## config.mk

```make
export PLATFORM = sky130hd
export DESIGN_NAME = uint16_to_half_converter_flat
export DESIGN_NICKNAME = d
export VERILOG_FILES = /design/src/rtl/uint16_to_half_converter_if.sv /design/src/rtl/uint16_to_half_converter.sv /design/src/flat_wrapper.sv
export SDC_FILE = /design/constraint.sdc
export NUM_CORES = 1
export LEC_CHECK = 0
export BUFFER_PORTS_ARGS = -buffer_cell sky130_fd_sc_hd__buf_2
export CAP_MARGIN = 40
export CORE_ASPECT_RATIO = 1.75
export CORE_MARGIN = 2
export CORE_UTILIZATION = 35
export DETAILED_ROUTE_END_ITERATION = 6
export GPL_TIMING_DRIVEN = 0
export HOLD_SLACK_MARGIN = 0.06
export PLACE_DENSITY = 0.61
export RECOVER_POWER = 100
export SYNTH_ARGS = -nofsm -noshare
export SYNTH_HDL_FRONTEND = slang
export SYNTH_SLANG_ARGS = --single-unit
```

## constraint.sdc

```tcl
create_clock -name clk -period 7.5 [get_ports clk]
set_input_delay 1.5 -clock clk [delete_from_list [all_inputs] [get_ports clk]]
set_output_delay 1.5 -clock clk [all_outputs]
set_load 0.02 [all_outputs]
```

## src/rtl/uint16_to_half_converter_if.sv

```systemverilog
// Request/result bundle between the operand source and the
// uint16 -> binary16 converter.
interface uint16_to_half_converter_if;
  logic [15:0] dataIn;
  logic        R_I;
  logic [15:0] dataOut;
  logic        R_O;
  logic        REG_ERROR;

  modport master (
    output dataIn,
    output R_I,
    input  dataOut,
    input  R_O,
    input  REG_ERROR
  );

  modport slave (
    input  dataIn,
    input  R_I,
    output dataOut,
    output R_O,
    output REG_ERROR
  );
endinterface

```

## src/rtl/uint16_to_half_converter.sv

```systemverilog
// Multi-cycle uint16 -> IEEE binary16 converter, round to
// nearest even, saturating to +Inf with an error pulse.
module uint16_to_half_converter (
  input logic                          clk,
  input logic                          reset,
  uint16_to_half_converter_if.slave    io
);

  typedef enum logic [1:0] {
    IDLE,
    NORM,
    ROUND,
    DONE
  } state_t;

  state_t      state;
  state_t      state_nxt;
  logic [15:0] w;
  logic [3:0]  lz;

  logic [9:0]  mant;
  logic        guard;
  logic        sticky;
  logic        rnd;
  logic [10:0] mant_rnd;
  logic [4:0]  exp_base;
  logic [4:0]  exp_rnd;
  logic        ovf;
  logic [15:0] half;

  // w is left-aligned here, so bit 15 is the hidden one
  always_comb begin
    mant     = w[14:5];
    guard    = w[4];
    sticky   = |w[3:0];
    rnd      = guard & (sticky | mant[0]);
    mant_rnd = {1'b0, mant} + {10'd0, rnd};
    exp_base = 5'd30 - {1'b0, lz};
    exp_rnd  = exp_base + {4'd0, mant_rnd[10]};
    ovf      = (exp_rnd == 5'd31);
    half     = ovf ? 16'h7C00
                   : {1'b0, exp_rnd, mant_rnd[9:0]};
  end

  always_ff @(posedge clk) begin
    if (reset) begin
      state <= IDLE;
    end else begin
      state <= state_nxt;
    end
  end

  // a zero operand has no leading one to find, so it
  // bypasses NORM and gets its zero result in ROUND
  always_comb begin
    state_nxt = state;
    case (state)
      IDLE: begin
        if (io.R_I) begin
          state_nxt = (io.dataIn == 16'd0) ? ROUND : NORM;
        end
      end
      NORM: begin
        if (w[15]) begin
          state_nxt = ROUND;
        end
      end
      ROUND:   state_nxt = DONE;
      DONE:    state_nxt = IDLE;
      default: state_nxt = IDLE;
    endcase
  end

  always_ff @(posedge clk) begin
    if (reset) begin
      w            <= 16'd0;
      lz           <= 4'd0;
      io.dataOut   <= 16'd0;
      io.R_O       <= 1'b0;
      io.REG_ERROR <= 1'b0;
    end else begin
      io.R_O       <= 1'b0;
      io.REG_ERROR <= 1'b0;
      case (state)
        IDLE: begin
          if (io.R_I) begin
            w  <= io.dataIn;
            lz <= 4'd0;
          end
        end
        NORM: begin
          if (!w[15]) begin
            w  <= {w[14:0], 1'b0};
            lz <= lz + 4'd1;
          end
        end
        ROUND: begin
          io.R_O       <= 1'b1;
          io.REG_ERROR <= (w != 16'd0) & ovf;
          io.dataOut   <= (w == 16'd0) ? 16'd0 : half;
        end
        default: ;
      endcase
    end
  end

endmodule

```

## src/flat_wrapper.sv

```systemverilog
// flat-port wrapper written by rule: the top's interface ports become plain ports
module uint16_to_half_converter_flat 
  (clk, reset, io_dataIn, io_R_I, io_dataOut, io_R_O, io_REG_ERROR);
  uint16_to_half_converter_if io_i ();
  input logic clk;
  input logic reset;
  input wire logic [$bits(io_i.dataIn)-1:0] io_dataIn;
  input wire logic [$bits(io_i.R_I)-1:0] io_R_I;
  output wire logic [$bits(io_i.dataOut)-1:0] io_dataOut;
  output wire logic [$bits(io_i.R_O)-1:0] io_R_O;
  output wire logic [$bits(io_i.REG_ERROR)-1:0] io_REG_ERROR;
  assign io_i.dataIn = io_dataIn;
  assign io_i.R_I = io_R_I;
  assign io_dataOut = io_i.dataOut;
  assign io_R_O = io_i.R_O;
  assign io_REG_ERROR = io_i.REG_ERROR;
  uint16_to_half_converter u_core (.clk(clk), .reset(reset), .io(io_i));
endmodule
```

==> impl_metrics.env, run 1 <==
export IMPL_outcome="complete, no violations"
export IMPL_post_cts_buffers=0
export IMPL_drt_first_pass_iters=4
export IMPL_syn_inst=235
export IMPL_power_switching_mw=0.3367
export IMPL_worstHoldPathType="reg2reg"
export IMPL_syn_avg_cell_area_um2=8.609
export IMPL_fin_crit_ns=3.502
export IMPL_timing_hold_ws_ns=0.4704
export IMPL_std_cell_rows=36
export IMPL_htree_num_levels=2
export IMPL_synth_edff_count=0
export IMPL_setup_tns_ns=0
export IMPL_initial_core_util_pct=36.22
export IMPL_switching_share_pct=40.18
export IMPL_async_flop_share_pct=0
export IMPL_clk_path_buf_depth=2
export IMPL_ir_drop_v=0.0001435
export IMPL_drive_gt1_share_pct=11.51
export IMPL_max_slew_margin_pct=63.84
export IMPL_clkTransAtPathRegs_ns=0.08
export IMPL_drtIter0Drc=81
export IMPL_crit_chain="and2_0 > ha_1 > nand3_1 > or4_1 > ha_1 > ha_1 > or2_0 > o21ai_0 > or4b_1 > nand2b_1 > clkbuf_1 > a221oi_1"
export IMPL_syn_nets=262
export IMPL_root_buffer="clkbuf_8"
export IMPL_antenna_found_initial=0
export IMPL_cts_num_sinks=39
export IMPL_cts_made_buffers=5
export IMPL_routedWlPerCell_um=13.77
export IMPL_ys_seq_elements=39
export IMPL_crit_path_end_kind="flop"
export IMPL_cts_tree="done"
export IMPL_cts_hold_buffers=0
export IMPL_grt_pass1_wl_mm=8.217
export IMPL_nets=304
export IMPL_clockPowerShare_pct=21.9
export IMPL_p_seq_share_pct=35.8
export IMPL_area_growth_pct=17.75
export IMPL_yosysUniqueCellTypes=43
export IMPL_hpwl_mm=3.773
export IMPL_floorplan_die_area_um2=6429
export IMPL_setup_viol_count_final=0
export IMPL_worstPathMaxFanout=9
export IMPL_tightest_slew_ns=0.5404
export IMPL_combPwrFrac_pct=42.3
export IMPL_grtUsageTotal_pct=16.52
export IMPL_gp_congestion=0.7427
export IMPL_slowest_delay_ns=0.54
export IMPL_io_pins=37
export IMPL_diodes=0
export IMPL_syn_cell_area_um2=2023
export IMPL_die_h_um=104.6
export IMPL_grt_overflow=0
export IMPL_final_max_slew_viol_count=0
export IMPL_slowest_stage="or4_1"
export IMPL_synth_warnings=0
export IMPL_worstPathRequired_ns=7.65
export IMPL_die_width_um=61.48
export IMPL_yosysSeqAreaShare_pct=38.59
export IMPL_grt_setup_unrepaired="no"
export IMPL_clk_latency_ns=0.30
export IMPL_hold_violations=0
export IMPL_p_per_area_nw_per_um2=351.8
export IMPL_detail_route_antenna_nets=0
export IMPL_max_freq_ghz=0.2855
export IMPL_crit_top_cell="ha_1"
export IMPL_cp_arrival_ns=3.65
export IMPL_finClkSkew_ns=0.008040
export IMPL_internal_power_mw=0.5014
export IMPL_wirelength_mm=4.876
export IMPL_critPathKind="reg2reg"
export IMPL_drv_cap=0
export IMPL_grt_pass1_vias=1751
export IMPL_post_cts_resized=0
export IMPL_vias_per_cell=5.189
export IMPL_p_leak_nw=0.8728
export IMPL_synth_ff_type="dfxtp_1"
export IMPL_drc=0
export IMPL_grt_max_degree=13
export IMPL_post_route_period_util_pct=46.70
export IMPL_vias=1837
export IMPL_worstSetupStartpointType="flop"
export IMPL_core_area_um2=5585
export IMPL_port_buffers=35
## metrics by stage
| stage | total power, mW | util (%) | cell area [µm²] | setup WS (ns) | cells |
|---|---|---|---|---|---|
| after CTS | 0.8503 | 43.17 | 2411 | 4.209 | 354 |
| after global placement | 0.6635 | 41.06 | 2293 | 4.228 | 346 |
| final | 0.8381 | 42.65 | 2382 | 3.998 | 354 |
| after detailed placement | 0.6671 | 41.06 | 2293 | 4.227 | 346 |
| after global routing | 0.8997 | 42.65 | 2382 | 3.763 | 354 |
| after floorplan | 0.5745 | - | 2023 | 4.636 | 235 |
## final timing paths
path,slack (ns),endpoint,startpoint,cells past startpoint
setup / recovery,4.00,u_core.io.dataOut[9],u_core.w[5],12
hold / removal,0.47,u_core.io.dataOut[14],u_core.io.dataOut[14],2
setup reg to reg,4.00,u_core.io.dataOut[9],u_core.w[5],12
hold reg to reg,0.47,u_core.io.dataOut[14],u_core.io.dataOut[14],2
## Yosys cell counts, types with 2 or more instances
master	count	area share (%)
nand2b_1	13	4.0
or2_1	2	0.62
nor4_2	2	1.2
inv_1	6	1.1
ha_1	8	4.9
dfxtp_1	39	39
nand3_1	9	2.2
a21oi_1	6	1.5
a311oi_1	9	3.9
nand4_1	5	1.5
clkbuf_1	11	2.0
nor4_1	3	0.93
a22oi_1	3	1.1
nor2_1	30	5.6
a21o_1	3	1.1
a221oi_1	2	0.87
buf_4	2	0.74
buf_2	3	0.74
a222oi_1	5	2.5
nor3_1	8	2.0
or4_1	2	0.74
o21ai_0	3	0.74
a2bb2oi_1	3	1.3
nand3b_1	9	3.3
xnor2_1	4	1.7
xor2_1	6	2.6
o31ai_1	7	2.6
nand2_1	17	3.2
## sequential cells by signal (all words and copies together), names as in the netlist
register             count
u_core.lz                4
u_core.io.REG_ERROR      1
u_core.state             2
u_core.io.R_O            1
u_core.w                16
u_core.io.dataOut       15
## placed cells by master, fill, tap and decap left out, types with 2 or more instances in the layout
cell,instances
o31ai_1,7
nand4_1,5
inv_1,6
a221oi_1,2
a222oi_1,5
nand2_1,17
xnor2_1,4
dfxtp_1,39
clkbuf_1,32
o21ai_0,4
a21o_1,3
or4_1,2
nor4_2,2
nor4_1,3
a22oi_1,3
nor2_1,30
a2bb2oi_1,3
buf_2,18
nor3_1,8
nand2b_1,13
ha_1,8
xor2_1,6
nand3b_1,9
clkbuf_8,6
nand3_1,9
a21oi_1,6
a311oi_1,9
## logic make-up (layout without fill, tap and decap cells)
kind of cell | Yosys count | count (layout) | share of synthesized area [%]
fa+ha+maj | 8 | 8 | 4.948
buf+inv | 24 | 67 | 5.380
xor+xnor | 10 | 10 | 4.329
compound gates | 47 | 47 | 18.80
simple gates | 105 | 105 | 27.27
other cells | 1 | 1 | 0.1854
mux | 1 | 1 | 0.4948
flops | 39 | 39 | 38.59
## worst max-delay path: cells and delay by family (launching register included)
kind / cells / cell delay (ns)
buf+inv: 1 / 0.33
fa+ha+maj: 3 / 0.62
compound gates: 2 / 0.23
flops: 1 / 0.46
simple gates: 6 / 1.72
## metal layers
metal  share of wire [%]  wire (µm)  GRT usage, %
met5                   0          0             0
met4                 2.4        117         6.535
met3                 4.1        199         2.970
met2                  53       2565         29.03
met1                  41       1994         18.67
## power groups by stage
stage / Sequential [mW] / Combinational, mW / Clock [mW]
2_1_floorplan: 0.311 / 0.263 / 0
3_3_place_gp: 0.305 / 0.359 / 0
3_5_place_dp: 0.305 / 0.363 / 0
4_1_cts: 0.300 / 0.364 / 0.186
5_1_grt: 0.307 / 0.399 / 0.194
6_report: 0.300 / 0.354 / 0.184
## final cells by class
cell class / count / area (µm²)
timing repair buffer: 35 / 151.4
clock buffer: 6 / 82.58
tap: 76 / 95.09
multi-input combinational: 172 / 1134
inverter: 7 / 26.28
clock inverter: 2 / 35.03
sequential: 39 / 780.7
buffer: 17 / 77.57
fill: 611 / 3203
Note: power is estimated with default switching activity, not from simulation.
==> inputs of run 2 (changes only) <==
clock period = 3.5 ns   (was 7.5 ns; I/O delays follow)
==> impl_metrics.env, run 2 (same netlist as run 1, synthesis figures left out) <==
export IMPL_core_area_um2=5585
export IMPL_cts_hold_buffers=0
export IMPL_vias=1835
export IMPL_grt_pass1_wl_mm=8.217
export IMPL_port_buffers=35
export IMPL_tightest_slew_ns=0.5427
export IMPL_worstHoldPathType="reg2reg"
export IMPL_root_buffer="clkbuf_8"
export IMPL_diodes=0
export IMPL_reg2regPathDepth=12
export IMPL_hold_end="u_core.io.dataOut[14]"
export IMPL_largest_reg_flops=16
export IMPL_min_path_cells=2
export IMPL_clk_latency_ns=0.29
export IMPL_seqCellArea_um2=780.7
export IMPL_finClkSkew_ns=0.008120
export IMPL_fillers=612
export IMPL_grt_overflow=0
export IMPL_final_cell_mix="dfxtp_1, clkbuf_1, nor2_1"
export IMPL_max_freq_ghz=0.3084
export IMPL_ir_drop_v=0.0003072
export IMPL_io_pins=37
export IMPL_cts_tree="done"
export IMPL_worstSetupStartpointType="flop"
export IMPL_critPathKind="reg2reg"
export IMPL_grt_pass1_vias=1751
export IMPL_fin_util_pct=42.72
export IMPL_reg_largest_list="u_core.w x16, u_core.io.dataOut x15, u_core.lz x4"
export IMPL_fin_crit_ns=3.243
export IMPL_nets=304
export IMPL_cts_made_buffers=5
export IMPL_drv_cap=0
export IMPL_final_common_cell="dfxtp_1"
export IMPL_htree_num_levels=2
export IMPL_reg2reg_from="u_core.w[5]"
export IMPL_vias_per_cell=5.184
export IMPL_final_max_slew_viol_count=0
export IMPL_antenna_found_initial=0
export IMPL_r2r_slack_ns=0.26
export IMPL_post_cts_resized=0
export IMPL_initial_core_util_pct=36.22
export IMPL_multi_input_area_um2=1134
export IMPL_post_cts_buffers=0
export IMPL_outcome="complete, no violations"
export IMPL_drt_first_pass_iters=5
export IMPL_die_width_um=61.48
export IMPL_largest_register="u_core.w"
export IMPL_crit_path_end_kind="flop"
export IMPL_floorplan_die_area_um2=6429
export IMPL_grtUsageTotal_pct=16.52
export IMPL_grt_max_degree=13
export IMPL_gp_congestion=0.7427
export IMPL_hold_violations=0
export IMPL_clkTransAtPathRegs_ns=0.08
export IMPL_cts_num_sinks=39
export IMPL_clk_path_buf_depth=2
export IMPL_setup_viol_count_final=0
export IMPL_area_growth_pct=17.93
export IMPL_detail_route_antenna_nets=0
export IMPL_timing_hold_ws_ns=0.4704
export IMPL_worstPathMaxFanout=9
export IMPL_setup_tns_ns=0
export IMPL_drc=0
export IMPL_cp_arrival_ns=3.39
export IMPL_r2r_end="u_core.io.dataOut[9]"
export IMPL_max_slew_margin_pct=63.69
export IMPL_routedWlPerCell_um=13.73
export IMPL_std_cell_rows=36
export IMPL_worstPathRequired_ns=3.65
export IMPL_hpwl_mm=3.773
export IMPL_holdCritStartpoint="u_core.io.dataOut[14]"
export IMPL_p_per_area_nw_per_um2=752.8
export IMPL_drtIter0Drc=73
export IMPL_wirelength_mm=4.861
export IMPL_grt_setup_unrepaired="no"
export IMPL_die_h_um=104.6
export IMPL_post_route_period_util_pct=92.65
export IMPL_drive_gt1_share_pct=11.87
export IMPL_p_leak_nw=0.8759
==> run 2: worst max-delay path by stage <==
stage / startpoint / end / cells past startpoint / slack (ns)
floorplan: u_core.w[5] / u_core.io.dataOut[9] / 12 / 0.64
global placement: u_core.w[5] / u_core.io.dataOut[9] / 12 / 0.23
detailed placement: u_core.w[5] / u_core.io.dataOut[9] / 12 / 0.23
CTS: u_core.w[5] / u_core.io.dataOut[9] / 12 / 0.21
global route: u_core.w[5] / u_core.io.dataOut[9] / 12 / 0.07
finish: u_core.w[5] / u_core.io.dataOut[9] / 12 / 0.26
==> run 2: through the flow <==
stage | power, mW | instance area, µm² | setup WS [ns] | std cells
floorplan | 1.231 | 2023 | 0.6355 | 235
global placement | 1.422 | 2293 | 0.2276 | 346
detailed placement | 1.430 | 2293 | 0.2268 | 346
CTS | 1.822 | 2411 | 0.2090 | 354
global route | 1.932 | 2386 | 0.06664 | 354
finish | 1.796 | 2386 | 0.2574 | 354
==> run 2: routing by layer <==
| layer | global-route usage (%) | up-vias | wire length (µm) |
|---|---|---|---|
| met5 | 0 | - | 0 |
| met4 | 6.535 | 0 | 117 |
| met3 | 2.970 | 8 | 188 |
| met2 | 29.03 | 41 | 2594 |
| met1 | 18.67 | 846 | 1961 |
| li1 | - | 940 | - |
==> run 2: final cells by class <==
class / instances / area share [%]
Buffer: 17 / 3.356
Clock buffer: 6 / 3.461
Clock inverter: 2 / 1.468
Inverter: 7 / 1.101
Multi-Input combinational cell: 172 / 47.51
Sequential cell: 39 / 32.72
Tap cell: 76 / 3.985
Timing Repair Buffer: 35 / 6.397
==> run 2: worst max-delay path, stage by stage (launching register included) <==
cell and delay (ns):
dfxtp_1 0.46, and2_1 0.21, ha_1 0.19, nand3_1 0.14, or4_1 0.54, ha_1 0.22, ha_1 0.20, or2_0 0.22
o21ai_0 0.08, or4b_1 0.50, nand2b_1 0.10, buf_4 0.16, a221oi_1 0.09
==> run 2: power breakdown <==
group / leakage [nW] / switching [mW] / internal [mW] / total, mW
logic: 0.496 / 0.464 / 0.298 / 0.761
registers: 0.319 / 0.0938 / 0.549 / 0.643
clock network: 0.0612 / 0.162 / 0.231 / 0.393
total: 0.876 / 0.719 / 1.08 / 1.80
==> inputs of run 3 (changes only) <==
ABC_AREA = 1   (was default)
CORE_UTILIZATION = 56   (was 35)
PLACE_DENSITY = 0.86   (was 0.61)
==> impl_metrics.env, run 3 <==
export IMPL_yosysSeqAreaShare_pct=35.00
export IMPL_switching_share_pct=46.79
export IMPL_drc=0
export IMPL_syn_inst=295
export IMPL_die_width_um=51.71
export IMPL_syn_nets=322
export IMPL_die_h_um=87.50
export IMPL_max_freq_ghz=0.3438
export IMPL_min_path_cells=2
export IMPL_p_seq_share_pct=33.7
export IMPL_fin_crit_ns=2.909
export IMPL_largest_reg_flops=16
export IMPL_cp_depth=18
export IMPL_detail_route_antenna_nets=0
export IMPL_holdCritStartpoint="u_core.io.dataOut[3]"
export IMPL_std_cell_rows=30
export IMPL_drt_first_pass_iters=4
export IMPL_ys_seq_elements=39
export IMPL_worstPathRequired_ns=3.72
export IMPL_slowest_delay_ns=0.41
export IMPL_finClkSkew_ns=0.005393
export IMPL_area_growth_pct=11.10
export IMPL_syn_cell_area_um2=2231
export IMPL_combPwrFrac_pct=50.7
export IMPL_clkTransAtPathRegs_ns=0.07
export IMPL_crit_chain="nand2_1 > inv_1 > ha_1 > nand2_1 > nor2_1 > nand2_1 > inv_1 > nand3_1 > ha_1 > ha_1 > inv_1 > nand2_1 > nand2_1 > nor2_1 > nand2_1 > clkbuf_1 > nand4_1 > a21oi_1"
export IMPL_io_pins=37
export IMPL_nets=363
export IMPL_worstSetupStartpointType="flop"
export IMPL_hold_end="u_core.io.dataOut[3]"
export IMPL_synth_ff_type="dfxtp_1"
export IMPL_cts_made_buffers=5
export IMPL_htree_num_levels=2
export IMPL_cts_num_sinks=39
export IMPL_worstPathMaxFanout=10
export IMPL_diodes=0
export IMPL_crit_family="simple AND/OR/NAND/NOR gates"
export IMPL_largest_register="u_core.w"
export IMPL_synth_top_cell_by_area="dfxtp_1"
export IMPL_gp_congestion=0.9410
export IMPL_cp_arrival_ns=3.13
export IMPL_async_flop_share_pct=0
export IMPL_setup_tns_ns=0
export IMPL_post_cts_resized=0
export IMPL_grt_pass1_vias=2010
export IMPL_hpwl_mm=3.928
export IMPL_yosysMostFrequentCell="nand2_1"
export IMPL_port_buffers=34
export IMPL_grtUsageTotal_pct=25.30
export IMPL_grt_setup_unrepaired="no"
export IMPL_internal_power_mw=1.127
export IMPL_crit_top_cell="nand2_1"
export IMPL_grt_overflow=0
export IMPL_post_route_period_util_pct=83.11
export IMPL_r2r_end="u_core.io.dataOut[1]"
export IMPL_critPathKind="reg2reg"
export IMPL_setup_viol_count_final=0
export IMPL_drv_cap=0
export IMPL_synth_area_leaders="dfxtp_1, nand2_1, inv_1, a21oi_1, ha_1"
export IMPL_final_common_cell="nand2_1"
export IMPL_slowest_stage="dfxtp_1"
export IMPL_hold_violations=0
export IMPL_ir_drop_v=0.0005438
export IMPL_clk_latency_ns=0.29
export IMPL_drive_gt1_share_pct=17.51
export IMPL_yosysUniqueCellTypes=37
export IMPL_floorplan_die_area_um2=4524
export IMPL_drtIter0Drc=68
export IMPL_fin_util_pct=64.11
export IMPL_worstHoldPathType="reg2reg"
export IMPL_reg2regPathDepth=18
export IMPL_grt_max_degree=12
export IMPL_vias_per_cell=5.447
export IMPL_syn_avg_cell_area_um2=7.562
export IMPL_max_slew_margin_pct=49.84
export IMPL_vias=2097
export IMPL_cts_tree="done"
export IMPL_final_max_slew_viol_count=0
export IMPL_p_leak_nw=0.9981
export IMPL_r2r_slack_ns=0.59
export IMPL_reg2reg_from="u_core.w[4]"
export IMPL_synth_warnings=0
export IMPL_routedWlPerCell_um=13.54
export IMPL_core_area_um2=3866
export IMPL_ys_top_cells_by_count="nand2_1, dfxtp_1, inv_1"
export IMPL_outcome="complete, no violations"
export IMPL_grt_pass1_wl_mm=8.694
export IMPL_synth_edff_count=0
export IMPL_crit_path_end_kind="flop"
export IMPL_antenna_found_initial=0
export IMPL_wirelength_mm=5.211
export IMPL_reg_largest_list="u_core.w x16, u_core.io.dataOut x15, u_core.lz x4"
export IMPL_power_switching_mw=0.9906
export IMPL_final_cell_mix="nand2_1, dfxtp_1, inv_1"
export IMPL_cts_hold_buffers=0
export IMPL_critPathBufInv=4
export IMPL_clk_path_buf_depth=2
export IMPL_p_per_area_nw_per_um2=854.2
export IMPL_clockPowerShare_pct=15.6
export IMPL_root_buffer="clkbuf_8"
export IMPL_tightest_slew_ns=0.7523
export IMPL_synthDominantCellAreaShare_pct=35.00
export IMPL_initial_core_util_pct=57.70
export IMPL_post_cts_buffers=0
## run 3: routing by layer
| metal | wire (µm) | vias up | share of wire (%) | global-route usage, % |
|---|---|---|---|---|
| met1 | 1986 | 960 | 38 | 27.01 |
| met2 | 2836 | 72 | 54 | 46.27 |
| li1 | - | 1049 | - | - |
| met4 | 159 | 0 | 3.1 | 12.68 |
| met3 | 228 | 16 | 4.4 | 4.124 |
| met5 | 0 | - | 0 | 0 |
## run 3: layout make-up
cell class | instances | area (µm²)
Sequential cell | 39 | 780.7
Fill cell | 367 | 1388
Multi-Input combinational cell | 205 | 1181
Inverter | 38 | 145.1
Clock buffer | 8 | 100.1
Buffer | 13 | 62.56
Tap cell | 48 | 60.06
Timing Repair Buffer | 34 | 148.9
## run 3: cell families after synthesis
kind of cell	Yosys count	synth area share [%]
AND/OR/NAND/NOR	126	26.19
AO/OA/AOI/OAI	66	21.37
buffers and inverters	51	11.22
other	1	0.1681
flip-flops	39	35.00
adder cells (fa/ha/maj)	8	4.487
XOR/XNOR	4	1.570
## run 3: how the worst max path moves through the flow
stage	startpoint	endpoint	slack, ns
2_1_floorplan	u_core.w[4]	u_core.io.dataOut[0]	1.16
3_3_place_gp	u_core.w[4]	u_core.io.dataOut[7]	0.86
3_5_place_dp	u_core.w[4]	u_core.io.dataOut[7]	0.83
4_1_cts	u_core.w[4]	u_core.io.dataOut[1]	0.79
5_1_grt	u_core.w[4]	u_core.io.dataOut[1]	0.29
6_report	u_core.w[4]	u_core.io.dataOut[1]	0.59
## run 3: tightest hold or removal path, stage by stage (launching register included)
cell and delay, ns:
dfxtp_1 0.31, nand2_1 0.06, a21oi_1 0.05
## run 3: power groups by stage
stage	clock, mW	combinational [mW]	sequential [mW]
6_report	0.331	1.07	0.713
5_1_grt	0.351	1.19	0.733
4_1_cts	0.335	1.20	0.708
3_5_place_dp	0	1.18	0.715
3_3_place_gp	0	1.16	0.712
2_1_floorplan	0	0.894	0.746
## run 3: stage by stage
stage | hold slack, ns | setup WS, ns | power, mW | instances | instance area (µm²)
after CTS | 0.4641 | 0.7851 | 2.237 | 385 | 2561
final | 0.4620 | 0.5910 | 2.117 | 385 | 2479
after global placement | 0.4503 | 0.8599 | 1.868 | 377 | 2461
after floorplan | 0.4627 | 1.164 | 1.639 | 295 | 2231
after detailed placement | 0.4529 | 0.8324 | 1.899 | 377 | 2461
after global routing | 0.4852 | 0.2854 | 2.270 | 385 | 2479
